**src/rtl/procyon_rob_ctrl_pkg.sv**
```systemverilog
// Shared types for the reorder buffer controller and its entries.
// Entry state encodings and the controller sequencing states.
package procyon_rob_ctrl_pkg;

  typedef enum logic [1:0] {
    ROB_INVALID     = 2'b00,
    ROB_PENDING     = 2'b01,
    ROB_LSU_PENDING = 2'b10,
    ROB_RETIRABLE   = 2'b11
  } rob_entry_state_t;

  typedef enum logic [1:0] {
    RUN      = 2'b00,
    LSU_WAIT = 2'b01,
    FLUSH    = 2'b10
  } rob_ctrl_state_t;

endpackage

```
**src/rtl/procyon_binary2onehot.sv**
```systemverilog
// Binary index to one-hot decoder.
// Ports: bin (IW-bit index) -> onehot (2**IW-bit vector).
module procyon_binary2onehot #(
  parameter int IW = 5
) (
  input  logic [IW-1:0]     bin,
  output logic [2**IW-1:0] onehot
);

  always_comb begin
    onehot      = '0;
    onehot[bin] = 1'b1;
  end

endmodule

```
**src/rtl/procyon_rob_ctrl.sv**
```systemverilog
// ROB sequencer: head/tail/count, tag allocation, in-order retire,
// head-only LSU retire handshake and redirect flush broadcast.
// Ports: dispatch (i_dispatch_en, o_rob_stall, o_rob_tag,
// o_entry_dispatch_en), entry flags in, retire strobes out, LSU
// request/ack pair with per-entry ack steering, o_redirect flush.
module procyon_rob_ctrl
  import procyon_rob_ctrl_pkg::*;
#(
  parameter int OPTN_ROB_IDX_WIDTH = 5,
  localparam int IW = OPTN_ROB_IDX_WIDTH,
  localparam int DEPTH = 2**OPTN_ROB_IDX_WIDTH
) (
  input  logic             clk,
  input  logic             rst,
  input  logic             i_dispatch_en,
  output logic             o_rob_stall,
  output logic [IW-1:0]    o_rob_tag,
  output logic [DEPTH-1:0] o_entry_dispatch_en,
  input  logic [DEPTH-1:0] i_entry_retirable,
  input  logic [DEPTH-1:0] i_entry_lsu_pending,
  input  logic [DEPTH-1:0] i_entry_redirect,
  output logic [DEPTH-1:0] o_entry_retire_en,
  output logic             o_retire_en,
  output logic [IW-1:0]    o_retire_tag,
  output logic             o_lsu_retire_en,
  output logic [IW-1:0]    o_lsu_retire_tag,
  input  logic             i_lsu_retire_lq_ack,
  input  logic             i_lsu_retire_sq_ack,
  output logic [DEPTH-1:0] o_entry_lsu_retire_lq_ack,
  output logic [DEPTH-1:0] o_entry_lsu_retire_sq_ack,
  output logic             o_redirect
);

  localparam logic [IW:0]   CNT_FULL = (IW+1)'(DEPTH);
  localparam logic [IW:0]   CNT_ONE  = (IW+1)'(1);
  localparam logic [IW-1:0] IDX_ONE  = IW'(1);

  rob_ctrl_state_t state, state_next;
  logic [IW-1:0]    head, tail;
  logic [IW:0]      count;
  logic             redirect_q;
  logic [DEPTH-1:0] head_oh, tail_oh;
  logic             full, empty;
  logic             dispatch, retire, lsu_req;

  procyon_binary2onehot #(.IW(IW)) u_tail_oh (
    .bin    (tail),
    .onehot (tail_oh)
  );

  procyon_binary2onehot #(.IW(IW)) u_head_oh (
    .bin    (head),
    .onehot (head_oh)
  );

  assign full        = (count == CNT_FULL);
  assign empty       = (count == '0);
  assign o_rob_stall = full | (state == FLUSH);
  assign dispatch    = i_dispatch_en & ~o_rob_stall;

  // Retire takes priority over an LSU request at the head: an entry
  // that is already retirable has nothing left to ask the LSU.
  always_comb begin
    state_next = state;
    retire     = 1'b0;
    lsu_req    = 1'b0;
    unique case (state)
      RUN: begin
        if (!empty) begin
          if (i_entry_retirable[head]) begin
            retire     = 1'b1;
            state_next = i_entry_redirect[head] ? FLUSH : RUN;
          end else if (i_entry_lsu_pending[head]) begin
            lsu_req    = 1'b1;
            state_next = LSU_WAIT;
          end
        end
      end
      LSU_WAIT: begin
        if (i_entry_retirable[head]) begin
          retire     = 1'b1;
          state_next = i_entry_redirect[head] ? FLUSH : RUN;
        end
      end
      FLUSH:   state_next = RUN;
      default: state_next = RUN;
    endcase
  end

  assign o_rob_tag           = tail;
  assign o_entry_dispatch_en = dispatch ? tail_oh : '0;
  assign o_retire_en         = retire;
  assign o_retire_tag        = head;
  assign o_entry_retire_en   = retire ? head_oh : '0;
  assign o_lsu_retire_en     = lsu_req;
  assign o_lsu_retire_tag    = head;
  assign o_redirect          = redirect_q;

  assign o_entry_lsu_retire_lq_ack =
    (state == LSU_WAIT && i_lsu_retire_lq_ack) ? head_oh : '0;
  assign o_entry_lsu_retire_sq_ack =
    (state == LSU_WAIT && i_lsu_retire_sq_ack) ? head_oh : '0;

  always_ff @(posedge clk or posedge rst) begin
    if (rst) begin
      state      <= RUN;
      head       <= '0;
      tail       <= '0;
      count      <= '0;
      redirect_q <= 1'b0;
    end else begin
      state      <= state_next;
      redirect_q <= (state_next == FLUSH);
      if (state == FLUSH) begin
        head  <= '0;
        tail  <= '0;
        count <= '0;
      end else begin
        if (dispatch) tail <= tail + IDX_ONE;
        if (retire)   head <= head + IDX_ONE;
        unique case ({dispatch, retire})
          2'b10:   count <= count + CNT_ONE;
          2'b01:   count <= count - CNT_ONE;
          default: count <= count;
        endcase
      end
    end
  end

endmodule
```
**config.mk**
```make
export PLATFORM = sky130hd
export DESIGN_NAME = procyon_rob_ctrl
export DESIGN_NICKNAME = d
export VERILOG_FILES = /design/src/rtl/procyon_rob_ctrl_pkg.sv /design/src/rtl/procyon_binary2onehot.sv /design/src/rtl/procyon_rob_ctrl.sv
export SDC_FILE = /design/constraint.sdc
export NUM_CORES = 1
export LEC_CHECK = 0
export CAP_MARGIN = 15
export CORE_MARGIN = 10
export CORE_UTILIZATION = 25
export DETAILED_ROUTE_END_ITERATION = 8
export PLACE_DENSITY = 0.67
export SLEW_MARGIN = 10
export SYNTH_ARGS = -nofsm -noshare
export SYNTH_HDL_FRONTEND = slang
export SYNTH_SLANG_ARGS = --single-unit
export TNS_END_PERCENT = 100
```
**constraint.sdc**
```tcl
create_clock -name clk -period 4.2 [get_ports clk]
set_clock_uncertainty 0.05 [all_clocks]
set_input_delay 1.05 -clock clk [delete_from_list [all_inputs] [get_ports clk]]
set_output_delay 1.05 -clock clk [all_outputs]
set_load 0.02 [all_outputs]
```
After elaboration in Yosys (flattened, before gate mapping)
Index checks and enable logic that the tools add are counted.
Storage, ports and cells
  bits in registers: 19
  bits of input ports: 101
  output and inout bits: 147
  word-level logic and storage cells: 64
Cells by class
  add/sub/neg operators: 4
  order comparisons: 4
  equality and inequality tests: 6
  muxes and demuxes: 33
  bitwise logic cells: 3
  reductions and logical operators: 9
Operators by type and width (count)
  32-bit two-way mux: 4
  5-bit two-way mux: 4
  1-bit binary-select mux with 5-bit select: 3
  5-bit by 6-bit less-than comparator with 1-bit output, second input constant: 2
  6-bit case mux with 2 select lines: 1
  1-bit two-way mux: 11
  5-bit by 1-bit adder with 5-bit output, second input constant: 2
  1-bit demux with 5-bit select: 2
  5-bit by 1-bit greater-or-equal comparator with 1-bit output, second input constant: 2
  2-bit two-way mux: 5
  6-bit by 1-bit adder with 6-bit output, second input constant: 1
  2-bit equality test, second input constant: 3
  6-bit equality test, second input constant: 1
  6-bit zero test: 1
  6-bit two-way mux: 1
  6-bit by 1-bit subtractor with 6-bit output, second input constant: 1
  2-bit by 1-bit equality test with 1-bit output, second input constant: 2
  1-bit logical AND: 4
  2-bit case mux with 2 select lines: 1
  2-bit nonzero test: 2
  3-bit nonzero test: 1
  2-bit zero test: 1
  1-bit case mux with 2 select lines: 1
  1-bit AND: 1
  2 further kinds: 2

Longest topological paths before layout
Gate-level depths: netlist (run 1).
  word-level depth: 8
  depth in mapped cells: 14

Cells and area by module
A second synthesis (run 1) with hierarchy kept.
Second synthesis, totals
  cells, all modules: 426
  area, all modules: 3318.2 um^2
By module, submodules not included
  procyon_rob_ctrl: instances 1, cells each 332, area an instance 2882.8 um^2, sequential area each 475.5 um^2
  procyon_binary2onehot at u_head_oh: instances 1, cells each 47, area an instance 221.5 um^2, sequential area each 0.0 um^2
  procyon_binary2onehot at u_tail_oh: instances 1, cells each 47, area an instance 214.0 um^2, sequential area each 0.0 um^2

Worst setup path after synthesis (run 1)
OpenSTA, ideal clock, no wires.
  kind: input-to-output
  start: in i_entry_retirable[19]
  end: out o_lsu_retire_en
  arrival time: 2812 ps
  slack: 288 ps
  stages: 5
  path buffers: 0
  cell sequence: mux4_2 -> a22oi_1 -> nand2_1 -> or2_2 -> nor4_1
Between the ends
  longest elaborated chain between the ends: 5
RTL lines
  from (decl): RTL line procyon_rob_ctrl.sv:19  | input logic [DEPTH-1:0] i_entry_retirable,
  1-bit binary-select mux with 5-bit select: RTL line procyon_rob_ctrl.sv:70  | if (i_entry_retirable[head]) begin
  1-bit two-way mux (implied by the code): RTL line procyon_rob_ctrl.sv:70
  1-bit two-way mux: RTL line procyon_rob_ctrl.sv:70
  1-bit two-way mux: RTL line procyon_rob_ctrl.sv:69  | if (!empty) begin
  1-bit two-way mux: RTL line procyon_rob_ctrl.sv:67  | unique case (state)
  to (decl): RTL line procyon_rob_ctrl.sv:25  | output logic o_lsu_retire_en,
Every way passes these cells. The select of a mux whose other input is x is not followed.

Worst setup path in the final report (run 1)
  start: in i_entry_retirable[26]
  end: out o_entry_retire_en[31]
Between the ends
  longest elaborated chain between the ends: 6
RTL lines
  1-bit binary-select mux with 5-bit select *: RTL line procyon_rob_ctrl.sv:70, procyon_rob_ctrl.sv:80
  1-bit two-way mux (implied by the code) *: RTL line procyon_rob_ctrl.sv:70, procyon_rob_ctrl.sv:80
  1-bit two-way mux *: RTL line procyon_rob_ctrl.sv:70, procyon_rob_ctrl.sv:80
  1-bit two-way mux: RTL line procyon_rob_ctrl.sv:69
  1-bit case mux with 2 select lines *: RTL line procyon_rob_ctrl.sv:67
  32-bit two-way mux *: RTL line procyon_rob_ctrl.sv:94  | assign o_entry_retire_en = retire ? head_oh : '0;
  to (decl): RTL line procyon_rob_ctrl.sv:22  | output logic [DEPTH-1:0] o_entry_retire_en,
Mark *: on every way between the ends. The rest lies on a longest branch, timed or not. The select of a mux whose other input is x is not followed.

==> results of run 1 <==
[path summary, 6_finish.rpt]
| path | from | end | cells after the start | slack (ns) |
|---|---|---|---|---|
| setup / recovery | i_entry_retirable[26] | o_entry_retire_en[31] | 11 | -0.003 |
| hold reg to reg | count[5]$_DFFE_PP0P_ | count[5]$_DFFE_PP0P_ | 1 | 0.51 |
| min in group asynchronous | rst | count[2]$_DFFE_PP0P_ | 2 | 1.19 |
| hold / removal | count[5]$_DFFE_PP0P_ | count[5]$_DFFE_PP0P_ | 1 | 0.51 |
| setup reg to reg | o_lsu_retire_tag[0]$_DFFE_PP0P_ | count[5]$_DFFE_PP0P_ | 14 | 0.69 |
| max in group asynchronous | rst | o_lsu_retire_tag[0]$_DFFE_PP0P_ | 2 | 2.37 |
[critical path: cells and delay by family]
family / cells / cell delay [ns]
compound gates: 2 / 0.43
buf+inv: 5 / 0.89
mux: 1 / 0.47
simple gates: 3 / 0.25
[synth_stat cells, drive strengths merged (3+ instances only)]
cell    count  area (µm²)
inv         9        33.8
mux2i       5        50.1
nand3b      3        22.5
or3         3        18.8
xor2        4        35.0
xnor2       3        26.3
a21oi       6        30.0
nor2      146         556
nand3      12        60.1
nor3        6        30.0
and3        4        25.0
a22oi       8        60.1
ha         11         138
clkbuf     16        60.1
buf        17        91.3
o31ai       3        36.3
mux4       24         541
nand2      50         190
or2         3        21.3
o21ai       8        40.0
dfrtp      19         475
o21a        4        30.0
and2        4        26.3
nor3b       3        22.5
[cell type report]
cell class | instances | area [µm²]
Fill cell | 1067 | 5400
Timing Repair Buffer | 278 | 2600
Multi-Input combinational cell | 331 | 2160
Sequential cell | 19 | 477
Tap cell | 140 | 175
Clock buffer | 3 | 41.3
Inverter | 9 | 33.8
Clock inverter | 1 | 5.00
[layer usage]
metal | global-route usage, % | up-vias
li1 | - | 1836
met1 | 16.9 | 1797
met2 | 35.1 | 171
met3 | 6.80 | 14
met4 | 1.42 | 0
met5 | 0 | -
[power by group through the flow]
stage                     combinational (W)  clock (W)  sequential [W]
final                               0.00210   0.000134        0.000416
after global routing                0.00228   0.000143        0.000434
after CTS                           0.00200   0.000137        0.000414
after detailed placement            0.00198          0        0.000417
after global placement              0.00195          0        0.000407
after floorplan                     0.00127          0        0.000374
[what timing repair did]
item,CTS,global route
setup endpoints to repair,35,34
resized for setup,97,40
hold buffers,0,0
setup buffers,0,2
pin swaps,3,2
gates cloned,0,1
[flip-flops by register name, summed over array words and instances (netlist names)]
name / cells
o_redirect: 1
o_rob_tag: 5
count: 6
o_lsu_retire_tag: 5
state: 2
[cell families (layout without fill, tap and decap cells)]
group / after synthesis / after routing / synth area share (%)
adder cells (fa/ha/maj): 11 / 11 / 4.95
AO/OA/AOI/OAI: 39 / 39 / 10.2
multiplexers: 29 / 29 / 21.2
buffers and inverters: 42 / 291 / 6.65
AND/OR/NAND/NOR: 245 / 245 / 37.7
flip-flops: 19 / 19 / 17.1
XOR/XNOR: 7 / 7 / 2.20
[through the flow]
stage	hold slack, ns	std cells	util, %	setup TNS (ns)	setup slack [ns]
floorplan	0.438	392	-	0	0.288
global placement	0.469	774	50.6	-12.16	-0.377
detailed placement	0.498	774	50.6	-12.40	-0.378
CTS	0.512	778	51.4	-0.0111	-0.0111
global route	0.548	781	50.4	-0.248	-0.0389
finish	0.509	781	50.4	-0.00288	-0.00288
==> results_dict.tcl, run 1 <==
set metrics [dict create \
    setup_violations 1 \
    clk_path_buf_depth 2 \
    ant_nets 0 \
    final_area_mm2 0.00549 \
    initial_utilization_pct 25.6 \
    intPower_w 0.00133 \
    cts_tree "built" \
    cp-end-kind "primary output" \
    drive_gt1_share_pct 17.5 \
    ys.warnings.count 0 \
    io_pins 248 \
    p_leak_nw 2.12 \
    clock_sinks 19 \
    worst_skew_pair.late_latency_ns 0.26 \
    wl_met3_um 1440 \
    grt_pass1_wl_um 22700 \
    max_cap_viol_count 0 \
    maxSlewViolCount 0 \
    cp-start-kind "input pin" \
    grt_pass1_vias 3951 \
    die_h_um 126 \
    highest_layer "met4" \
    overflow 0 \
    finalHoldViolCount 0 \
    grt_max_degree 26 \
    dpl.hpwl_um 13000 \
    pwr-share-clk_pct 5.0 \
    synth_edf_count 0 \
    drt_iter0_drc 199 \
    finalCritPeriodShare_pct 100 \
    h-tree-depth 1 \
    fin_total_pwr_w 0.00265 \
    yosys.cell_types.count 48 \
    swShare_pct 49.8 \
    maxSlewHeadroom_pct 47.2 \
    wl_met2_um 8410 \
    layout_common_cells "clkdlybuf4s50_1 (213), nor2_1 (145), nand2_1 (49)" \
    route.layer.met1.wl_um 5230 \
    setup_ws_ns -0.00288 \
    combPwrFrac_pct 79.3 \
    synthCells 392 \
    detail_route.vias_per_cell 4.89 \
    final_common_cell "clkdlybuf4s50_1" \
    critPathMaxStageDelay_ns 0.47 \
    p_switching_w 0.00132 \
    crit_type "input pin to primary output" \
    crit_path_top_delay_cell "mux4_2" \
    pwr-share-seq_pct 15.7 \
    wl_um 15200 \
    io_buffer_count 247 \
    cp.arrival_ns 3.10 \
    synth_nets 504 \
    wl_per_cell_um 19.5 \
    cts-root-buf "clkbuf_8" \
    layout.nets 754 \
    hold_path_class "flop to flop" \
    syn2layout_area_growth_pct 97.2 \
    rows 38 \
    path_clk_slew_ns 0.08 \
    min_period_ns 4.20 \
    design.core.area_mm2 0.0109 \
    design.die.area_mm2 0.0158 \
    ys_ff_latch 19 \
    track_usage_pct 17.5 \
    async_flop_share_pct 100 \
    die_x_um 126 \
    worstPathCellList "clkdlybuf4s50_1 -> mux4_2 -> a22oi_2 -> nand2_1 -> o31ai_4 -> buf_4 -> inv_2 -> nand2_4 -> buf_12 -> nor2_1 -> buf_2" \
    antenna_cells 0 \
    vias 3818 \
    status "finished, violations left" \
    yosysSeqAreaShare_pct 17.1 \
    synth_area_mm2 0.00278 \
    tightest_slew_ns 0.791 \
    cts_buffers 3 \
    vdd_drop_max_uv 378 \
    power_density_mw_per_mm2 483 \
    crit_fanout 7 \
    placed_cell_area_mm2 0.00551 \
    antenna_found_initial 0 \
    fmax_mhz 238 \
    cp.required_ns 3.10 \
    drt-pass1-iter-count 4 \
    drc 0 \
    gp_congestion 0.824 \
    syn_area_per_cell_um2 7.10 \
    ys.flop_type "dfrtp_1" \
    violations "setup timing" \
]
(Power assumes the default switching activity.)
==> run 2, diff against run 1 <==
==> constraint.sdc (replaced) <==
create_clock -name clk -period 3.9 [get_ports clk]
set_clock_uncertainty 0.05 [all_clocks]
set_input_delay 0.975 -clock clk [delete_from_list [all_inputs] [get_ports clk]]
set_output_delay 0.975 -clock clk [all_outputs]
set_load 0.02 [all_outputs]
==> results_dict.tcl, run 2 (synthesized netlist as in run 1, its figures left out) <==
set metrics [dict create \
    vdd_drop_max_uv 349 \
    p_switching_w 0.00163 \
    largest_register_ffs 6 \
    setup_violations 0 \
    cp-end-kind "primary output" \
    io_pins 248 \
    finalHoldViolCount 0 \
    antenna_found_initial 2 \
    clk_path_buf_depth 2 \
    final_common_cell "clkdlybuf4s50_1" \
    intPower_w 0.00167 \
    io_buffer_count 247 \
    hp-start "count[5]$_DFFE_PP0P_" \
    gp_congestion 0.832 \
    cp.arrival_ns 2.82 \
    p_leak_nw 2.30 \
    grt_pass1_wl_um 23300 \
    cts_tree "built" \
    rr_startpoint "o_lsu_retire_tag[0]$_DFFE_PP0P_" \
    die_x_um 126 \
    initial_utilization_pct 25.6 \
    combPwrFrac_pct 82.6 \
    cp.required_ns 2.87 \
    regMostFlops "count" \
    max_cap_viol_count 0 \
    ant_nets 0 \
    worst_skew_pair.late_latency_ns 0.25 \
    vias 3965 \
    grt_pass1_vias 4021 \
    clock_sinks 19 \
    wl_per_cell_um 19.9 \
    drt-pass1-iter-count 4 \
    fin_hold_ws_ns 0.483 \
    finalCritPeriodShare_pct 98.6 \
    cp-start-kind "input pin" \
    design.core.area_mm2 0.0109 \
    drt_iter0_drc 177 \
    wl_um 15800 \
    syn2layout_area_growth_pct 114 \
    swShare_pct 49.4 \
    fmax_mhz 260 \
    min_period_ns 3.85 \
    crit_start "i_entry_retirable[18]" \
    detail_route.vias_per_cell 4.98 \
    hold_path_class "flop to flop" \
    pwr-share-seq_pct 13.3 \
    crit_type "input pin to primary output" \
    die_h_um 126 \
    maxSlewViolCount 0 \
    nFillCells 1003 \
    cts_hold_buf 0 \
    h-tree-depth 1 \
    layout_common_cells "clkdlybuf4s50_1 (181), nor2_1 (119), nand2_1 (49)" \
    design.die.area_mm2 0.0158 \
    tightest_slew_ns 0.745 \
    placed_cell_area_mm2 0.00552 \
    drc 0 \
    drive_gt1_share_pct 24.2 \
    crit_fanout 2 \
    power_density_mw_per_mm2 554 \
    pwr-share-clk_pct 4.1 \
    status "finished clean" \
    layout.nets 767 \
    grt_max_degree 25 \
    rows 38 \
    final_area_mm2 0.00595 \
    overflow 0 \
    cts-root-buf "clkbuf_8" \
    track_usage_pct 18.0 \
    path_clk_slew_ns 0.07 \
    cts_buffers 3 \
    dpl.hpwl_um 13100 \
    maxSlewHeadroom_pct 50.3 \
]
run 2: cell count changes in the layout (fill, tap and decap cells not counted), moves of 3 or more:
| cell | delta |
|---|---|
| buf_2 | -16 |
| nor2_2 | +13 |
| clkdlybuf4s50_1 | -32 |
| ha_1 | -3 |
| buf_4 | +12 |
| dlygate4sd2_1 | +24 |
| buf_6 | +24 |
| dlymetal6s2s_1 | +8 |
| clkbuf_2 | -9 |
| nor2_1 | -26 |
| nor2_4 | +13 |
run 2: through the flow:
step	setup WS, ns	setup TNS (ns)	total power, W	util [%]	cells
5_1_grt	-0.0265	-0.257	0.00351	54.6	795
4_1_cts	0.0448	0	0.00302	51.4	791
2_1_floorplan	0.138	0	0.00177	-	392
6_report	0.0545	0	0.00330	54.6	796
3_5_place_dp	-0.533	-18.56	0.00258	50.7	778
3_3_place_gp	-0.519	-18.23	0.00254	50.7	778
run 2: power by group through the flow:
| stage | Sequential, W | Clock [W] | Combinational [W] |
|---|---|---|---|
| 6_report | 0.000437 | 0.000135 | 0.00272 |
| 3_5_place_dp | 0.000428 | 0 | 0.00216 |
| 5_1_grt | 0.000455 | 0.000148 | 0.00291 |
| 3_3_place_gp | 0.000425 | 0 | 0.00211 |
| 2_1_floorplan | 0.000402 | 0 | 0.00137 |
| 4_1_cts | 0.000430 | 0.000140 | 0.00245 |
run 2: path summary, 6_finish.rpt:
| kind | endpoint | depth (start not counted) | slack (ns) |
|---|---|---|---|
| worst max register to register | count[4]$_DFFE_PP0P_ | 16 | 0.48 |
| worst min register to register | count[5]$_DFFE_PP0P_ | 1 | 0.48 |
| worst min-delay path | count[5]$_DFFE_PP0P_ | 1 | 0.48 |
| max in group asynchronous | o_lsu_retire_tag[0]$_DFFE_PP0P_ | 2 | 2.18 |
| min in group asynchronous | o_rob_tag[3]$_DFFE_PP0P_ | 2 | 1.11 |
| worst max-delay path | o_lsu_retire_en | 7 | 0.05 |
run 2: final cells by class:
| type | count | area, µm² | area share [%] |
|---|---|---|---|
| diodes | 2 | 5.00 | 0.0841 |
| flip-flops and latches | 19 | 477 | 8.01 |
| inverters | 9 | 38.8 | 0.652 |
| well taps | 140 | 175 | 2.94 |
| clock buffers | 4 | 45.0 | 0.757 |
| multi-input cells | 332 | 2370 | 39.8 |
| repair buffers | 290 | 2840 | 47.7 |
run 2: per-layer routing:
layer | routed length (µm) | vias up | GRT usage [%] | share of wire (%)
li1 | - | 1866 | - | -
met1 | 5420 | 1903 | 17.4 | 34
met2 | 8750 | 176 | 35.8 | 55
met3 | 1370 | 20 | 6.97 | 8.6
met4 | 305 | 0 | 2.10 | 1.9
met5 | 0 | - | 0 | 0
run 2: critical path: stages:
cell	delay (ns)
dlygate4sd2_1	0.26
mux4_2	0.48
a22oi_2	0.17
nand2_1	0.12
or2_2	0.34
nor4_2	0.27
buf_4	0.20
run 2: what timing repair did:
action / in CTS / in global routing
gates cloned: 4 / 0
setup endpoints to repair: 37 / 35
endpoints found under the hold margin: 0 / 0
buffers inserted: 5 / 4
pin swaps: 9 / 19
gates resized for setup: 198 / 94
